**src/rtl/noc_outport_alloc.sv**
```systemverilog
// Per-output wormhole allocator: packet-granular round-robin grant, held until the tail flit, gated by downstream credits.
// Zero latency (grant/xfer/sel are combinational); no flit is granted while credit_cnt is 0.
module noc_outport_alloc #(
  parameter  int NPORT   = 5,
  parameter  int CREDITS = 4,
  localparam int CW      = $clog2(CREDITS + 1),
  localparam int SW      = $clog2(NPORT)
) (
  input  logic             clk,
  input  logic             rst,
  input  logic [NPORT-1:0] req_i,
  input  logic [NPORT-1:0] tail_i,
  input  logic             credit_ret_i,
  output logic [NPORT-1:0] grant_o,
  output logic             xfer_o,
  output logic [SW-1:0]    sel_o,
  output logic             busy_o,
  output logic [CW-1:0]    credit_cnt_o,
  output logic             err_o
);

  typedef enum logic {IDLE, LOCKED} state_t;

  state_t          state;
  logic [SW-1:0]   owner;
  logic [SW-1:0]   rr_ptr;
  logic [CW-1:0]   credit_cnt;
  logic            err;

  logic            found;
  logic [SW-1:0]   win;
  logic [SW:0]     idx;
  logic [NPORT-1:0] grant;
  logic            have_credit;
  logic [SW-1:0]   win_next;

  assign have_credit = (credit_cnt != '0);

  // Rotating priority search from rr_ptr; LOCKED only considers the owner.
  always_comb begin
    found = 1'b0;
    win   = '0;
    idx   = '0;
    grant = '0;
    if (!rst && have_credit) begin
      if (state == IDLE) begin
        for (int i = 0; i < NPORT; i++) begin
          idx = {1'b0, rr_ptr} + (SW + 1)'(i);
          if (idx >= (SW + 1)'(NPORT))
            idx = idx - (SW + 1)'(NPORT);
          if (!found && req_i[idx[SW-1:0]]) begin
            found = 1'b1;
            win   = idx[SW-1:0];
          end
        end
      end else if (req_i[owner]) begin
        found = 1'b1;
        win   = owner;
      end
    end
    if (found)
      grant[win] = 1'b1;
  end

  assign win_next = (win == SW'(NPORT - 1)) ? '0 : win + 1'b1;

  assign grant_o      = grant;
  assign xfer_o       = found;
  assign sel_o        = win;
  assign busy_o       = (state == LOCKED);
  assign credit_cnt_o = credit_cnt;
  assign err_o        = err;

  always_ff @(posedge clk or posedge rst) begin
    if (rst) begin
      state  <= IDLE;
      owner  <= '0;
      rr_ptr <= '0;
    end else if (found) begin
      if (tail_i[win]) begin
        state  <= IDLE;
        rr_ptr <= win_next;
      end else if (state == IDLE) begin
        state <= LOCKED;
        owner <= win;
      end
    end
  end

  // Simultaneous transfer and return cancel; a return into a full counter is a protocol error.
  always_ff @(posedge clk or posedge rst) begin
    if (rst) begin
      credit_cnt <= CW'(CREDITS);
      err        <= 1'b0;
    end else begin
      case ({found, credit_ret_i})
        2'b10: credit_cnt <= credit_cnt - 1'b1;
        2'b01: begin
          if (credit_cnt == CW'(CREDITS))
            err <= 1'b1;
          else
            credit_cnt <= credit_cnt + 1'b1;
        end
        default: credit_cnt <= credit_cnt;
      endcase
    end
  end

endmodule

```
**config.mk**
```make
export PLATFORM = sky130hd
export DESIGN_NAME = noc_outport_alloc
export DESIGN_NICKNAME = d
export VERILOG_FILES = /design/src/rtl/noc_outport_alloc.sv
export SDC_FILE = /design/constraint.sdc
export NUM_CORES = 1
export LEC_CHECK = 0
export ABC_AREA = 1
export BUFFER_PORTS_ARGS = -buffer_cell sky130_fd_sc_hd__buf_2
export CORE_ASPECT_RATIO = 0.9
export CORE_MARGIN = 2
export CORE_UTILIZATION = 59
export CTS_CLUSTER_SIZE = 25
export DETAILED_ROUTE_END_ITERATION = 6
export PLACE_DENSITY_LB_ADDON = 0.05
export SLEW_MARGIN = 30
export SYNTH_ARGS = -nofsm -noshare
export SYNTH_HDL_FRONTEND = slang
export SYNTH_SLANG_ARGS = --single-unit
```
**constraint.sdc**
```tcl
create_clock -name clk -period 4.6 [get_ports clk]
set_input_delay 0.92 -clock clk [delete_from_list [all_inputs] [get_ports clk]]
set_output_delay 0.92 -clock clk [all_outputs]
set_load 0.01 [all_outputs]
```
==> flow_metrics.tcl, run 1 <==
set metrics [dict create \
    outcome "finished, final reports clean" \
    via_per_inst 5.48 \
    crit_type "register to output pin" \
    start_kind "register" \
    h-tree-depth 1 \
    worstMarginPinSlew_ns 0.585 \
    design_area_mm2 0.00219 \
    gr-total-overflow 0 \
    hold_viol_final 0 \
    required_ns 3.68 \
    cap_violations 0 \
    synth.yosys.seq_area_share 0.141 \
    fin_crit_ns 4.17 \
    grt_max_degree 15 \
    synth_cells 304 \
    cts.sinks 11 \
    wl_per_cell_um 12.3 \
    grt.total_usage 0.262 \
    num_io_pins 27 \
    grt_pass1_wl_um 8040 \
    die_area_mm2 0.00380 \
    die_x_um 64.8 \
    hpwl_um 3780 \
    first_pass_iters 5 \
    clk_pin_slew_ns 0.05 \
    r2r_start "rr_ptr[0]$_DFFE_PP0P_" \
    area_growth_pct 11.5 \
    setup_viol 0 \
    multi_input_area_mm2 0.00150 \
    cts_root_buffer "clkbuf_8" \
    post-place-cells 372 \
    setup_tns_ns 0 \
    placed_area_mm2 0.00214 \
    min-delay-start "err_o$_DFFE_PP0P_" \
    final_util 0.702 \
    drc 0 \
    cts_made_buffers 3 \
    postCtsSetupBuffers 0 \
    vias 2059 \
    clock_latency_ns 0.23 \
    fillers 286 \
    antenna_found_initial 0 \
    portBuffers 26 \
    worstPathMaxFanout 8 \
    dieHeight_um 58.7 \
    yosys-top-cells-area "nand2_1 (16%), dfrtp_1 (13%), nand3_1 (13%), inv_1 (7.1%), ha_1 (6.4%)" \
    synth_seq_cells 11 \
    finalNetCount 360 \
    finClkSkew_ns 0.00122 \
    hp-class "register to register" \
    grt_pass1_vias 1851 \
    seqCellArea_um2 278 \
    grt_setup_unrepaired "no" \
    syn_area_mm2 0.00196 \
    drive_above_1_share 0.260 \
    place_congestion 1.01 \
    n_antenna_cell 0 \
    drt_iter0_markers 154 \
    fmax_mhz 240 \
    cp.arrival_ns 3.25 \
    cts_buffer_depth 2 \
    start_util 0.630 \
    drtAntennaViolNets 0 \
    endpoint_kind "output pin" \
    cts_tree "built" \
    stdcell_count 376 \
    ys_warn_count 0 \
    crit_start "rr_ptr[0]$_DFFE_PP0P_" \
    postSynthAreaPerCell_um2 6.45 \
    core_mm2 0.00311 \
    rows 19 \
    yosys.area.top_type_share 0.159 \
    yosysTopAreaCell "nand2_1" \
    post-route-period-util 0.906 \
    syn-num-nets 329 \
    slew_violations 0 \
    max-slew-margin-rel 0.610 \
    synthDistinctLibCells 37 \
    drt_wl_total_um 4640 \
]
-- flip-flops by register name (all words and copies together) (netlist names) --
register	count
rr_ptr	3
owner	3
err_o	1
credit_cnt_o	3
busy_o	1
-- metrics by stage --
step                      worst slack (ns)  hold slack [ns]
after global placement               0.689            0.455
after CTS                            0.315            0.471
after global routing                 0.103            0.487
final                                0.433            0.476
after floorplan                      0.855            0.513
after detailed placement             0.587            0.457
-- kinds of logic (layout without fill, tap and decap cells) --
kind of cell	count (synthesis)	in the layout	synth area share
AOI/OAI and AO/OA	32	32	0.105
adders and majority gates	12	12	0.0842
xor gates and xnor gates	4	4	0.0217
buffers and inverters	48	78	0.0957
muxes	1	1	0.00574
and+or+nand+nor	196	196	0.546
DFF	11	11	0.141
-- path summary, 6_finish.rpt --
kind,to,slack (ns),depth (start not counted)
max,grant_o[0],0.43,21
min,err_o$_DFFE_PP0P_,0.48,1
max reg2reg,credit_cnt_o[1]$_DFFE_PP0P_,0.96,18
min reg2reg,err_o$_DFFE_PP0P_,0.48,1
max in group asynchronous,credit_cnt_o[2]$_DFFE_PP1P_,3.61,2
min in group asynchronous,rr_ptr[0]$_DFFE_PP0P_,0.67,2
-- synth_stat cells (all sizes together) --
| cell type | count |
|---|---|
| nand2 | 102 |
| nand3 | 59 |
| inv | 46 |
| nor2 | 20 |
| o21ai | 20 |
| dfrtp | 10 |
| ha | 10 |
| nand4 | 8 |
| a21oi | 5 |
| o21bai | 4 |
| xor2 | 3 |
| fa | 2 |
| nor3 | 2 |
| nor4 | 2 |
| o211ai | 2 |
| or2 | 2 |
| buf | 1 |
| clkinv | 1 |
| dfstp | 1 |
| mux2 | 1 |
| nand3b | 1 |
| o22ai | 1 |
| xnor2 | 1 |
-- cell usage in the layout, fill, tap and decap left out, types with 5 or more instances in the layout --
| master | count |
|---|---|
| inv_2 | 9 |
| nand2_1 | 83 |
| o21ai_1 | 10 |
| inv_1 | 37 |
| o21ai_0 | 5 |
| nand2_4 | 7 |
| nor2_4 | 5 |
| ha_1 | 10 |
| buf_2 | 26 |
| nand2_2 | 12 |
| nand3_1 | 49 |
| o21ai_2 | 5 |
| nor2_1 | 14 |
| dfrtp_1 | 9 |
| nand4_1 | 6 |
| nand3_2 | 6 |
-- worst max-delay path, stage by stage, from the launching register on --
cell     delay (ns)
dfrtp_1        0.38
inv_2          0.16
ha_1           0.20
inv_1          0.06
fa_1           0.35
inv_1          0.11
nand3_1        0.16
nand2_1        0.19
inv_1          0.08
nand3_1        0.08
nand3_1        0.08
nand2_1        0.14
nand3_4        0.11
nor2_4         0.13
nand3_1        0.08
nand2_1        0.08
inv_1          0.06
nand2_2        0.09
nand3_4        0.12
inv_1          0.16
nor3_1         0.06
buf_2          0.13
-- metal layers --
metal  part of all wire  vias to the layer above  track usage
li1                   -                     1059            -
met2               0.49                       80        0.471
met3              0.061                        6       0.0191
met1               0.44                      914        0.347
met5                  0                        -            0
met4              0.011                        0       0.0578
-- final cells by class --
cell class | count | share of cell area
inverters | 47 | 0.0807
repair buffers | 27 | 0.0630
flip-flops and latches | 11 | 0.127
multi-input cells | 245 | 0.685
clock buffers | 4 | 0.0206
well taps | 42 | 0.0240
-- what timing repair did --
action | CTS | global route
setup endpoints to repair | 0 | 1
hold buffers | 0 | 0
gates resized for setup | 0 | 1
Power of run 1 is left out: the tool's default activity adds up to more than one toggle a clock period on the data nets, which glitch-free logic cannot reach.
==> run 2: changes to the inputs <==
--- a/config.mk
+++ b/config.mk
@@ -9,10 +9,12 @@
 export BUFFER_PORTS_ARGS = -buffer_cell sky130_fd_sc_hd__buf_2
 export CORE_ASPECT_RATIO = 0.9
 export CORE_MARGIN = 2
-export CORE_UTILIZATION = 59
+export CORE_UTILIZATION = 53
 export CTS_CLUSTER_SIZE = 25
 export DETAILED_ROUTE_END_ITERATION = 6
+export HOLD_SLACK_MARGIN = 0.12
 export PLACE_DENSITY_LB_ADDON = 0.05
+export REMOVE_ABC_BUFFERS = 1
 export SLEW_MARGIN = 30
 export SYNTH_ARGS = -nofsm -noshare
 export SYNTH_HDL_FRONTEND = slang
==> constraint.sdc (replaced) <==
create_clock -name clk -period 3.8 [get_ports clk]
set_input_delay 0.76 -clock clk [delete_from_list [all_inputs] [get_ports clk]]
set_output_delay 0.76 -clock clk [all_outputs]
set_load 0.01 [all_outputs]
==> run 2 against run 1 <==
Against the previous run: design area up 16%; first-iteration DRC count fell by 9.7%; sequential share of layout area shrank 1.7 points; worst setup slack got worse by 0.31 ns; cell count grew 4.3%; wire length increased by 6.2%.
==> flow_metrics.tcl, run 2 (synthesized netlist as in run 1, its figures left out) <==
set metrics [dict create \
    outcome "finished, final reports clean" \
    finalNetCount 374 \
    grt_setup_unrepaired "yes" \
    start_kind "register" \
    max-slew-margin-rel 0.603 \
    fmax_mhz 272 \
    grt_max_degree 15 \
    gr-total-overflow 0 \
    hold_viol_final 0 \
    h-tree-depth 1 \
    layout_common_cells "nand2_1 (68), nand3_1 (38), inv_1 (30)" \
    vias 2078 \
    drc 0 \
    cts_made_buffers 3 \
    slew_violations 0 \
    placed_area_mm2 0.00216 \
    die_area_mm2 0.00420 \
    grt.total_usage 0.244 \
    cts_root_buffer "clkbuf_8" \
    n_antenna_cell 0 \
    final_util 0.735 \
    cp.arrival_ns 2.92 \
    clock_latency_ns 0.23 \
    die_x_um 68.1 \
    hpwl_um 3820 \
    portBuffers 26 \
    grt_pass1_wl_um 7880 \
    required_ns 3.04 \
    fillers 292 \
    worstPathMaxFanout 7 \
    design_area_mm2 0.00254 \
    post-route-period-util 0.968 \
    fin_crit_ns 3.68 \
    drtAntennaViolNets 0 \
    place_congestion 0.873 \
    num_io_pins 27 \
    first_pass_iters 4 \
    cap_violations 0 \
    path_cells "inv_2, ha_4, inv_2, fa_2, inv_4, nand3_4, nand2_4, nand2_2, nand3_2, nand3_2, nand2_2, nand3_4, nor2_4, nand3_2, nand2_1, inv_1, nand2_2, nand3_4, inv_4, nor3_1, buf_2" \
    rows 20 \
    drt_iter0_markers 139 \
    core_mm2 0.00345 \
    final_common_cell "nand2_1" \
    grt_pass1_vias 1837 \
    dieHeight_um 61.7 \
    drt_wl_total_um 4920 \
    cts_tree "built" \
    drive_above_1_share 0.428 \
    cts_buffer_depth 2 \
    start_util 0.568 \
    antenna_found_initial 0 \
    worstMarginPinSlew_ns 0.596 \
    wl_per_cell_um 12.6 \
    finClkSkew_ns 0.00503 \
    setup_tns_ns 0 \
    setup_viol 0 \
    hp-class "register to register" \
    cpPeakStageDelay_ns 0.40 \
    cts.sinks 11 \
    area_growth_pct 29.5 \
    worst_path_max_delay_cell "dfrtp_1" \
    clk_pin_slew_ns 0.05 \
    crit_type "register to output pin" \
    via_per_inst 5.30 \
    endpoint_kind "output pin" \
]
-- run 2: timing repair --
| item | in CTS | in global routing |
|---|---|---|
| hold buffers | 0 | 0 |
| resized for setup | 8 | 59 |
| setup endpoints to repair | 5 | 8 |
| buffers inserted | 0 | 11 |
| pin swaps | 1 | 25 |
-- run 2: final cells by class --
cell class,instances,area (µm²),share of cell area
Clock buffer,4,45.0,0.0177
Inverter,47,184,0.0724
Timing Repair Buffer,41,254,0.100
Sequential cell,11,279,0.110
Tap cell,44,55.1,0.0217
Multi-Input combinational cell,245,1720,0.678
-- run 2: path summary, 6_finish.rpt --
kind                                             from                           to  slack, ns  cells after the start
max in group asynchronous                         rst  credit_cnt_o[2]$_DFFE_PP1P_       2.96                      2
worst min-delay path                err_o$_DFFE_PP0P_            err_o$_DFFE_PP0P_       0.47                      1
worst max-delay path            rr_ptr[0]$_DFFE_PP0P_                   grant_o[0]       0.12                     21
worst max register to register  rr_ptr[1]$_DFFE_PP0P_  credit_cnt_o[1]$_DFFE_PP0P_       0.38                     19
min in group asynchronous                         rst            err_o$_DFFE_PP0P_       0.52                      2
worst min register to register      err_o$_DFFE_PP0P_            err_o$_DFFE_PP0P_       0.47                      1
-- run 2: layer usage --
metal / vias to the layer above / track usage / part of all wire
met5: - / 0 / 0
met4: 0 / 0.0171 / 0.0012
met3: 2 / 0.0162 / 0.029
met2: 46 / 0.484 / 0.53
met1: 942 / 0.302 / 0.44
li1: 1088 / - / -
-- run 2: critical path: cells and delay by family, from the launching register on --
family,cells,cell delay (ns)
adder cells (fa/ha/maj),2,0.53
buffers and inverters,6,0.56
AND/OR/NAND/NOR,13,1.19
flip-flops,1,0.40
-- run 2: metrics by stage --
step | setup slack (ns) | hold WS, ns | cells
3_5_place_dp | 0.126 | 0.461 | 377
5_1_grt | -0.0626 | 0.503 | 392
4_1_cts | 0.00594 | 0.476 | 381
3_3_place_gp | 0.173 | 0.459 | 377
2_1_floorplan | -0.00661 | 0.513 | 303
6_report | 0.123 | 0.473 | 392
Power of run 2 is left out for the same reason.
==> run 3: changes to the inputs <==
--- a/config.mk
+++ b/config.mk
@@ -5,11 +5,10 @@
 export SDC_FILE = /design/constraint.sdc
 export NUM_CORES = 1
 export LEC_CHECK = 0
-export ABC_AREA = 1
 export BUFFER_PORTS_ARGS = -buffer_cell sky130_fd_sc_hd__buf_2
 export CORE_ASPECT_RATIO = 0.9
 export CORE_MARGIN = 2
-export CORE_UTILIZATION = 53
+export CORE_UTILIZATION = 54
 export CTS_CLUSTER_SIZE = 25
 export DETAILED_ROUTE_END_ITERATION = 6
 export HOLD_SLACK_MARGIN = 0.12
==> run 3 against run 2 <==
Against the previous run: the flow now finishes with violations (setup timing); global-route usage up 7.8 points; cell count up 0.77%; critical path depth down 4; critical path type is now register to register; highest routed layer unchanged.
==> flow_metrics.tcl, run 3 <==
set metrics [dict create \
    setup_viol 17 \
    antenna_found_initial 0 \
    cts_root_buffer "clkbuf_8" \
    muxShareOfSynthArea 0.170 \
    drt_iter0_markers 289 \
    layout_common_cells "buf_4 (65), buf_2 (24), nor2_1 (22)" \
    finalNetCount 375 \
    min-delay-start "err_o$_DFFE_PP0P_" \
    outcome "complete, but fails checks" \
    final_util 0.846 \
    synth-simple-area-share 0.227 \
    drt_wl_total_um 8240 \
    grt_pass1_wl_um 11600 \
    power.leakage_nw 1.40 \
    grt.total_usage 0.322 \
    start_kind "register" \
    fillers 223 \
    stdcell_count 395 \
    worstPathMaxFanout 5 \
    cts_buffer_depth 2 \
    endpoint_kind "register" \
    via_per_inst 6.61 \
    yosys-top-cells-area "dfrtp_1 (12%), mux2i_1 (6.9%), ha_1 (5.8%), nor2_1 (3.8%), mux4_1 (3.6%)" \
    worstMarginPinSlew_ns 0.695 \
    clk_pin_slew_ns 0.06 \
    clock_latency_ns 0.25 \
    num_io_pins 27 \
    synth_cells 251 \
    cp.arrival_ns 4.37 \
    slew_violations 0 \
    post-place-cells 375 \
    die_x_um 70.8 \
    gr-total-overflow 0 \
    place_congestion 0.955 \
    syn_area_mm2 0.00217 \
    cts_hold_buf 0 \
    post-place-ws_ns -0.179 \
    hold_viol_final 0 \
    portBuffers 26 \
    hpwl_um 5170 \
    yosys.area.top_type_share 0.115 \
    setup_ws_ns -0.429 \
    cts_made_buffers 3 \
    synth_seq_cells 11 \
    drtAntennaViolNets 0 \
    crit_type "register to register" \
    cellPowerDensity_mw_per_mm2 155 \
    synth.yosys.seq_area_share 0.128 \
    synth_top_family_by_area "compound AO/OA/AOI/OAI gates" \
    dieHeight_um 64.1 \
    postSynthAreaPerCell_um2 8.64 \
    h-tree-depth 1 \
    grt_setup_unrepaired "yes" \
    drive_above_1_share 0.527 \
    failed_checks "setup timing" \
    cts_tree "built" \
    n_antenna_cell 0 \
    die_area_mm2 0.00454 \
    ys_warn_count 0 \
    ys_top_cells_by_count "nor2_1 (22), nand2_1 (20), inv_1 (18)" \
    r2r_start "rr_ptr[1]$_DFFE_PP0P_" \
    finClkSkew_ns 0.00228 \
    area_growth_pct 47.5 \
    synth-compound-area-share 0.297 \
    final_common_cell "buf_4" \
    yosysTopAreaCell "dfrtp_1" \
    drc 0 \
    crit_start "rr_ptr[1]$_DFFE_PP0P_" \
    synthFlopType "dfrtp_1" \
    core_mm2 0.00378 \
    synthDistinctLibCells 83 \
    synth-xor-area-share 0.0162 \
    grt_pass1_vias 2322 \
    irDropWorstVdd_v 0.000100 \
    first_pass_iters 6 \
    required_ns 3.94 \
    post-route-period-util 1.11 \
    start_util 0.573 \
    wl_per_cell_um 20.9 \
    vias 2612 \
    hp-class "register to register" \
    yosysMostFrequentCell "nor2_1" \
    grt_max_degree 17 \
    fmax_mhz 236 \
    hold_ws_ns 0.456 \
    synthArstFlopShare 1.00 \
    fin_crit_ns 4.23 \
    synth_edf_count 0 \
    max-slew-margin-rel 0.531 \
    cts.sinks 11 \
    p_total_mw 0.496 \
    synthAdderAreaFrac 0.0762 \
    cap_violations 0 \
    rows 21 \
]
[run 3: cell count changes in the layout (fill, tap and decap cells not counted), sizes merged, moves of 9 or more]
cell	delta
inv	-26
a211oi	+9
mux2i	+16
nand2	-80
nand3	-55
buf	+62
a21oi	+10
o21ai	-12
[run 3: worst paths after layout]
check / end / slack, ns / cells past startpoint
worst max register to register: rr_ptr[1]$_DFFE_PP0P_ / -0.43 / 17
worst min-delay path: err_o$_DFFE_PP0P_ / 0.46 / 1
min in group asynchronous: busy_o$_DFFE_PP0P_ / 0.54 / 2
worst min register to register: err_o$_DFFE_PP0P_ / 0.46 / 1
worst max-delay path: rr_ptr[1]$_DFFE_PP0P_ / -0.43 / 17
max in group asynchronous: credit_cnt_o[2]$_DFFE_PP1P_ / 2.92 / 2
[run 3: cell families after synthesis]
family	after synthesis
buffers and inverters	29
DFF	11
and+or+nand+nor	89
muxes	27
AOI/OAI and AO/OA	79
xor gates and xnor gates	4
adders and majority gates	12
[run 3: per-layer routing]
metal | vias to the layer above | wire, µm | global-route usage
met2 | 163 | 3850 | 0.525
met5 | - | 0 | 0
met1 | 1255 | 3400 | 0.454
met4 | 0 | 312 | 0.0566
li1 | 1153 | - | -
met3 | 41 | 676 | 0.0521
[run 3: worst max-delay path, cell delays in order (launching register included)]
cell and delay (ns):
dfrtp_1 0.41, buf_6 0.16, ha_4 0.13, inv_2 0.04, fa_2 0.37, o211a_1 0.27, o211ai_1 0.40, nand2_1 0.15
buf_6 0.16, or4_4 0.51, buf_4 0.16, buf_6 0.10, buf_4 0.12, o21ai_2 0.12, o221a_2 0.20, o221ai_2 0.16
a31oi_4 0.33, mux2_4 0.33
[run 3: area by class of cell]
cell class                 count  area (µm²)  share of cell area
timing repair buffer         103         766               0.239
clock buffer                   4        45.0              0.0141
inverter                      20        77.6              0.0242
tap                           46        57.6              0.0180
sequential                    11         277              0.0864
multi-input combinational    211        1980               0.618
[run 3: report_power, final]
group          internal (mW)  switching (mW)
registers              0.140          0.0326
logic                 0.0943           0.102
clock network         0.0743          0.0531
[run 3: what timing repair did]
| item | 4_1_cts | 5_1_grt |
|---|---|---|
| pin swaps | 10 | 11 |
| buffers inserted | 8 | 8 |
| setup endpoints to repair | 17 | 18 |
| resized for setup | 34 | 32 |
[run 3: metrics by stage]
| stage | TNS (ns) | cell area (µm²) |
|---|---|---|
| 3_5_place_dp | -1.46 | 2700 |
| 3_3_place_gp | -1.36 | 2700 |
| 2_1_floorplan | -6.13 | 2060 |
| 5_1_grt | -7.54 | 3200 |
| 4_1_cts | -1.71 | 2960 |
| 6_report | -5.05 | 3200 |
(Power assumes the default switching activity.)
